## src/rtl/id_ex_hazard_stage.sv

```systemverilog
// ID/EX pipeline register for the 5-stage MIPS pipeline, with load-use / RAW hazard
// detection that freezes PC and IF/ID and injects bubbles into EX.
module id_ex_hazard_stage #(
    parameter int DATA_W = 32,
    parameter int REG_W  = 5,
    parameter int CTRL_W = 6,
    parameter int CNT_W  = 16
) (
    input  logic              clk,
    input  logic              rst,
    input  logic              forward_btn,
    input  logic              flush,
    input  logic [REG_W-1:0]  id_rs,
    input  logic [REG_W-1:0]  id_rt,
    input  logic [REG_W-1:0]  id_rd,
    input  logic              id_uses_rt,
    input  logic              id_regdst,
    input  logic              id_regwrite,
    input  logic              id_memread,
    input  logic [CTRL_W-1:0] id_ctrl,
    input  logic [DATA_W-1:0] id_rdata1,
    input  logic [DATA_W-1:0] id_rdata2,
    input  logic [DATA_W-1:0] id_imm,
    input  logic [REG_W-1:0]  EX_MEM_Regrd,
    input  logic              EX_MEM_Regwrite,
    output logic              pc_write,
    output logic              if_id_write,
    output logic [REG_W-1:0]  ID_EX_Regrs,
    output logic [REG_W-1:0]  ID_EX_Regrt,
    output logic [REG_W-1:0]  ID_EX_Regrd,
    output logic              ID_EX_Regwrite,
    output logic              ID_EX_Memread,
    output logic [CTRL_W-1:0] ID_EX_ctrl,
    output logic [DATA_W-1:0] ID_EX_rdata1,
    output logic [DATA_W-1:0] ID_EX_rdata2,
    output logic [DATA_W-1:0] ID_EX_imm,
    output logic              ID_EX_bubble,
    output logic [CNT_W-1:0]  stall_count
);

    typedef struct packed {
        logic [REG_W-1:0]  rs;
        logic [REG_W-1:0]  rt;
        logic [REG_W-1:0]  rd;
        logic              regwrite;
        logic              memread;
        logic [CTRL_W-1:0] ctrl;
        logic [DATA_W-1:0] rdata1;
        logic [DATA_W-1:0] rdata2;
        logic [DATA_W-1:0] imm;
        logic              bubble;
    } id_ex_t;

    // An all-zero bundle with the bubble flag set is both the reset value and a squashed slot.
    localparam id_ex_t BUBBLE = '{bubble: 1'b1, default: '0};

    id_ex_t           id_ex_q, id_ex_d;
    logic [CNT_W-1:0] stall_count_q, stall_count_d;
    logic [REG_W-1:0] id_dst;
    logic             load_use, raw_id_ex, raw_ex_mem, hazard, stall;

    // $0 is hardwired, so it can never create a dependency.
    function automatic logic src_match(input logic [REG_W-1:0] x);
        return (x != '0) && ((x == id_rs) || (id_uses_rt && (x == id_rt)));
    endfunction

    assign id_dst     = id_regdst ? id_rd : id_rt;
    assign load_use   = id_ex_q.memread && id_ex_q.regwrite && src_match(id_ex_q.rd);
    assign raw_id_ex  = id_ex_q.regwrite && src_match(id_ex_q.rd);
    assign raw_ex_mem = EX_MEM_Regwrite && src_match(EX_MEM_Regrd);
    assign hazard     = load_use || (!forward_btn && (raw_id_ex || raw_ex_mem));
    assign stall      = hazard && !flush;

    assign pc_write    = !stall;
    assign if_id_write = !stall;

    // NOTE: every signal driven here gets a default first, so no path leaves it unassigned and no latch is inferred.
    always_comb begin
        id_ex_d       = BUBBLE;
        stall_count_d = stall_count_q;
        if (!(flush || stall)) begin
            id_ex_d.rs       = id_rs;
            id_ex_d.rt       = id_rt;
            id_ex_d.rd       = id_dst;
            id_ex_d.regwrite = id_regwrite;
            id_ex_d.memread  = id_memread;
            id_ex_d.ctrl     = id_ctrl;
            id_ex_d.rdata1   = id_rdata1;
            id_ex_d.rdata2   = id_rdata2;
            id_ex_d.imm      = id_imm;
            id_ex_d.bubble   = 1'b0;
        end
        if (stall && (stall_count_q != '1)) begin
            stall_count_d = stall_count_q + 1'b1;
        end
    end

    // NOTE: state registers use non-blocking assignments so every flop samples pre-edge values.
    always_ff @(posedge clk) begin
        if (rst) begin
            id_ex_q       <= BUBBLE;
            stall_count_q <= '0;
        end else begin
            id_ex_q       <= id_ex_d;
            stall_count_q <= stall_count_d;
        end
    end

    assign ID_EX_Regrs    = id_ex_q.rs;
    assign ID_EX_Regrt    = id_ex_q.rt;
    assign ID_EX_Regrd    = id_ex_q.rd;
    assign ID_EX_Regwrite = id_ex_q.regwrite;
    assign ID_EX_Memread  = id_ex_q.memread;
    assign ID_EX_ctrl     = id_ex_q.ctrl;
    assign ID_EX_rdata1   = id_ex_q.rdata1;
    assign ID_EX_rdata2   = id_ex_q.rdata2;
    assign ID_EX_imm      = id_ex_q.imm;
    assign ID_EX_bubble   = id_ex_q.bubble;
    assign stall_count    = stall_count_q;

endmodule

```

## config.mk

```make
export PLATFORM = sky130hd
export DESIGN_NAME = id_ex_hazard_stage
export DESIGN_NICKNAME = d
export VERILOG_FILES = /design/src/rtl/id_ex_hazard_stage.sv
export SDC_FILE = /design/constraint.sdc
export NUM_CORES = 1
export LEC_CHECK = 0
export ABC_AREA = 0
export BUFFER_PORTS_ARGS = -buffer_cell sky130_fd_sc_hd__buf_2
export CORE_MARGIN = 3
export CORE_UTILIZATION = 38
export CTS_CLUSTER_DIAMETER = 200
export CTS_CLUSTER_SIZE = 25
export DETAILED_ROUTE_END_ITERATION = 7
export PLACE_DENSITY = 0.75
export SKIP_CTS_REPAIR_TIMING = 1
export SYNTH_ARGS = -nofsm -noshare
export SYNTH_HDL_FRONTEND = slang
export SYNTH_SLANG_ARGS = --single-unit
```

## constraint.sdc

```tcl
create_clock -name clk -period 2.2 [get_ports clk]
set_clock_uncertainty 0.1 [all_clocks]
set_input_delay 0.33 -clock clk [delete_from_list [all_inputs] [get_ports clk]]
set_output_delay 0.33 -clock clk [all_outputs]
set_load 0.05 [all_outputs]
```

# Word level (Yosys, flattened, before mapping)
# Cells that the tools add are included.
totals:
  output_inout_bits: 138
  in_bits: 131
  wordCells: 41
  ff_bits: 136
op_classes:
  addsub: 1
  n_eq_ne: 5
  n_reduce_logical: 22
  muxes: 2
ops:
  columns: ["op", "count"]
  rows:
  - ["5-bit == test", 4]
  - ["16-bit by 1-bit adder with 16-bit output (second input constant)", 1]
  - ["16-bit != test (second input constant)", 1]
  - ["1-bit logical AND", 11]
  - ["5-bit nonzero test", 2]
  - ["1-bit logical OR", 5]
  - ["5-bit two-way mux", 1]
  - ["1-bit zero test", 3]
  - ["2-bit OR reduction", 1]
  - ["1-bit two-way mux", 1]

# Depth between registers and ports, before layout
logic_depth:
  depth_word: 11
  mapped_depth: 9
  ltp_nobuf: 7

# Worst setup path before layout
# No wires, ideal clock.
synth_path:
  path_type: "reg2out"
  from: "reg id_ex_q (netlist bit ID_EX_Regrd[2])"
  to: "out pc_write"
  path_stages_with_launch: 8
  n_path_buf: 2
  slack_ps: -541
  required_ps: 1770
  arrival_ps: 2311
  path_cell_list: "dfxtp_1 -> xor2_1 -> nor4_2 -> a32oi_1 -> o22a_2 -> clkbuf_1 -> or2_2 -> buf_4"
synth_via:
  elab_chain_len: 10
  elab_cells_between_ends: 13
  cone_classes: "eq/ne (2); reduce/logical (11)"
synth_rtl:
  columns: ["item", "line", "source"]
  rows:
  - ["start: declaration", "57", "id_ex_t id_ex_q, id_ex_d;"]
  - ["start signal: assignment", "104", "id_ex_q <= id_ex_d;"]
  - ["5-bit == test", "64", "return (x != '0) && ((x == id_rs) || (id_uses_rt && (x == id_rt)));"]
  - ["1-bit logical AND", "64", null]
  - ["1-bit logical OR", "64", null]
  - ["1-bit logical AND *", "64", null]
  - ["1-bit logical AND", "69", "assign raw_id_ex = id_ex_q.regwrite && src_match(id_ex_q.rd);"]
  - ["1-bit logical OR", "71", "assign hazard = load_use || (!forward_btn && (raw_id_ex || raw_ex_mem));"]
  - ["1-bit logical AND", "71", null]
  - ["1-bit logical OR *", "71", null]
  - ["1-bit logical AND *", "72", "assign stall = hazard && !flush;"]
  - ["1-bit zero test *", null, null]
  - ["end: declaration", "26", "output logic pc_write,"]
# Mark *: on every way between the ends. The rest lies on a longest branch, timed or not.

# Worst setup path in the final report
layout_path:
  from: "reg id_ex_q (netlist bit ID_EX_Regrd[2])"
  to: "out pc_write"
layout_via:
  elab_chain_len: 10
  elab_cells_between_ends: 13
  cone_classes: "eq/ne (2); reduce/logical (11)"
layout_rtl:
  columns: ["item", "line", "source"]
  rows:
  - ["5-bit == test", "64", null]
  - ["1-bit logical AND", "64", null]
  - ["1-bit logical OR", "64", null]
  - ["1-bit logical AND *", "64", null]
  - ["1-bit logical AND", "69", null]
  - ["1-bit logical OR", "71", null]
  - ["1-bit logical AND", "71", null]
  - ["1-bit logical OR *", "71", null]
  - ["1-bit logical AND *", "72", null]
  - ["1-bit zero test *", "74", "assign pc_write = !stall;"]
# Marked as above.

==> reports/results.ini <==
[status]
violations=setup timing
status=finished with violations

[worst_hold_path]
worstHoldPathType=in -> reg

[critical_path]
worstSetupPathType=reg -> out
required_ns=1.77
path_buf_inv=1
end_kind=primary output
critPathArrivalTime_ns=2.15
crit_path_max_fanout=4
start_kind=flop
critPathTopFamily=simple AND/OR/NAND/NOR gates
critPathSlowestCell=dfxtp_4
path_cells=xor2_1 > nor4_2 > a32oi_2 > o22a_4 > or2_4 > buf_12
cp_slowest_stage_delay_ns=0.36

[drt]
first_pass_iters=4
drt_iter0_markers=275
wl_um=14400
wl_per_cell_um=16.9
antenna_left=0
viasPerCell=4.99
drc=0
vias=4258

[grt]
antenna_found_initial=0
grt_pass1_wl_um=19900
grt_max_degree=116
grt_util_all_layers_pct=19.6
grt_overflow_total=0
grt_pass1_vias=4021

[synth]
yosysWarnings=0
syn-num-nets=544
synthAdderAreaFrac_pct=0.282
synth-edff-count=0
muxShareOfSynthArea_pct=2.65
ys_types=35
yosysSeqAreaShare_pct=61.3
yosys.area_share.simple_pct=24.4
synth_top_family_by_area=simple AND/OR/NAND/NOR gates
ys_top_cells_by_area=dfxtp_1 61%, and3_1 16%, xor2_1 3.5%
syn_area_um2=4440
syn_inst=412
ys.flop_type=dfxtp_1
postSynth.asyncResetShare_pct=0
synth.top_cells.by_count=136 x dfxtp_1, 117 x and3_1, 27 x clkbuf_1, 18 x xor2_1, 16 x nor2_1
synth_xor_xnor_area_share_pct=3.94
synth_top_area_share_pct=61.3
avgSynthCellArea_um2=10.8
synth_most_common_cell=dfxtp_1
synth_top_area_cell=dfxtp_1
synth_compound_area_share_pct=3.86
ys_ff_latch=136

[place]
place_congestion=0.908
dpl.hpwl_um=9790
io_buffers=268
place_ws_ns=-0.197

[floorplan]
rows=38
die_y_um=114
ioPinCount=269
start_util_pct=39.9
core_um2=11100
fp.dieW_um=114
dieArea_um2=13000

[timing]
hold_viol=0
setup_slack_ns=-0.378
slew_headroom_pct=60.5
tightest_slew_ns=0.591
final.setup.tns_ns=-5.66
fin_crit_sh_pct=117
drv_slew=0
rsz0062_at_grt=true
finalSetupViolations=91
clock.fmax_ghz=0.388
fin_crit_ns=2.58

[power_and_ir_drop]
p_switching_w=0.00157
p_leak_nw=3.84
ir_worst_vdd_uv=611
clockPowerShare_pct=45.7
sw_frac_of_total_pct=25.4
pwr-share-seq_pct=41.8
combPwrFrac_pct=12.5
power-per-cell-area_nw_per_um2=869
intPower_w=0.00460
total_power_w=0.00617

[cells_and_area]
multi_input_area_um2=1800
syn2layout_area_growth_pct=60.0
final_layout_size_suffix_gt1_share_pct=55.2
fill_cells=902
seq_area_um2=2750
nets=834
fin_util_pct=63.9
antennaDiodeCount=0

[clock_tree]
clock_sinks=136
numCtsBuffers=17
cts.path.max_buffers=2
root_buffer=clkbuf_16
path_clk_slew_ns=0.06
cts_tree=built
cts_htree_levels=4
clock_latency_ns=0.41

[job]
max_cap_viol_count=0

## per-stage QoR
step           instance area [µm²]  cells  hold WS, ns
4_1_cts                       6690    841       0.0203
2_1_floorplan                 4500    412        0.373
3_5_place_dp                  6090    810        0.402
6_report                      7110    854       0.0386
5_1_grt                       7110    854       0.0154
3_3_place_gp                  6090    810        0.390
## power groups by stage
stage | Clock (W) | Combinational, W | Sequential, W
3_3_place_gp | 0 | 0.000726 | 0.00263
5_1_grt | 0.00300 | 0.000815 | 0.00258
6_report | 0.00282 | 0.000772 | 0.00258
3_5_place_dp | 0 | 0.000734 | 0.00263
2_1_floorplan | 0 | 0.000142 | 0.00296
4_1_cts | 0.00288 | 0.000737 | 0.00258
## worst register-to-register path: stages, from the launching register on
cell and delay (ns):
dfxtp_4 0.36, xor2_1 0.15, nor4_2 0.35, a32oi_2 0.19, o22a_4 0.30, buf_4 0.14
buf_4 0.13, buf_6 0.12, or4_4 0.52, a21oi_2 0.12
## final cells by class
cell class | instances | area share [%]
multi-input combinational | 239 | 25.3
sequential | 136 | 38.7
clock inverter | 10 | 1.65
timing repair buffer | 304 | 24.9
clock buffer | 21 | 6.79
inverter | 4 | 0.211
tap | 140 | 2.46
## per-layer routing
| metal | global-route usage [%] | vias up | share of wire (%) |
|---|---|---|---|
| met4 | 7.44 | 0 | 0.95 |
| met3 | 6.45 | 8 | 7.7 |
| met1 | 22.1 | 2033 | 38 |
| met5 | 0 | - | 0 |
| li1 | - | 2031 | - |
| met2 | 34.4 | 186 | 53 |
## flip-flops by register name, summed over array words and instances (netlist names), 5 cells and up
signal and count:
ID_EX_imm 32, ID_EX_rdata1 32, ID_EX_rdata2 32, stall_count 16
ID_EX_ctrl 6, ID_EX_Regrd 5, ID_EX_Regrs 5, ID_EX_Regrt 5
## logic make-up (layout without fill, tap and decap cells)
family / count (synthesis) / count (layout)
AND/OR/NAND/NOR: 180 / 180
adder cells (fa/ha/maj): 1 / 1
multiplexers: 11 / 11
XOR/XNOR: 20 / 20
flip-flops: 136 / 136
buffers and inverters: 38 / 339
AO/OA/AOI/OAI: 26 / 27
## cell usage in the layout, fill, tap and decap left out, drive strengths merged, types with 2 or more instances in the layout
master / n
xnor2: 2
xor2: 18
bufinv: 2
nor2b: 6
dfxtp: 136
clkbuf: 24
o21ai: 2
nor2: 16
buf: 301
inv: 5
a21oi: 10
nand4: 5
nand3: 8
mux2: 6
o31ai: 8
mux2i: 5
nand2: 4
clkinv: 6
a32oi: 2
nor3: 6
o22a: 2
nor4: 3
or4: 10
and3: 117
## final timing paths
| path | startpoint | end | slack, ns | cells past startpoint |
|---|---|---|---|---|
| setup / recovery | ID_EX_Regrd[2] | pc_write | -0.38 | 6 |
| hold / removal | id_rdata2[9] | ID_EX_rdata2[9] | 0.04 | 2 |
| setup reg to reg | ID_EX_Regrd[2] | stall_count[6] | -0.33 | 9 |
| hold reg to reg | stall_count[3] | stall_count[3] | 0.45 | 2 |
No activity file was read; power rests on OpenSTA's default activity.
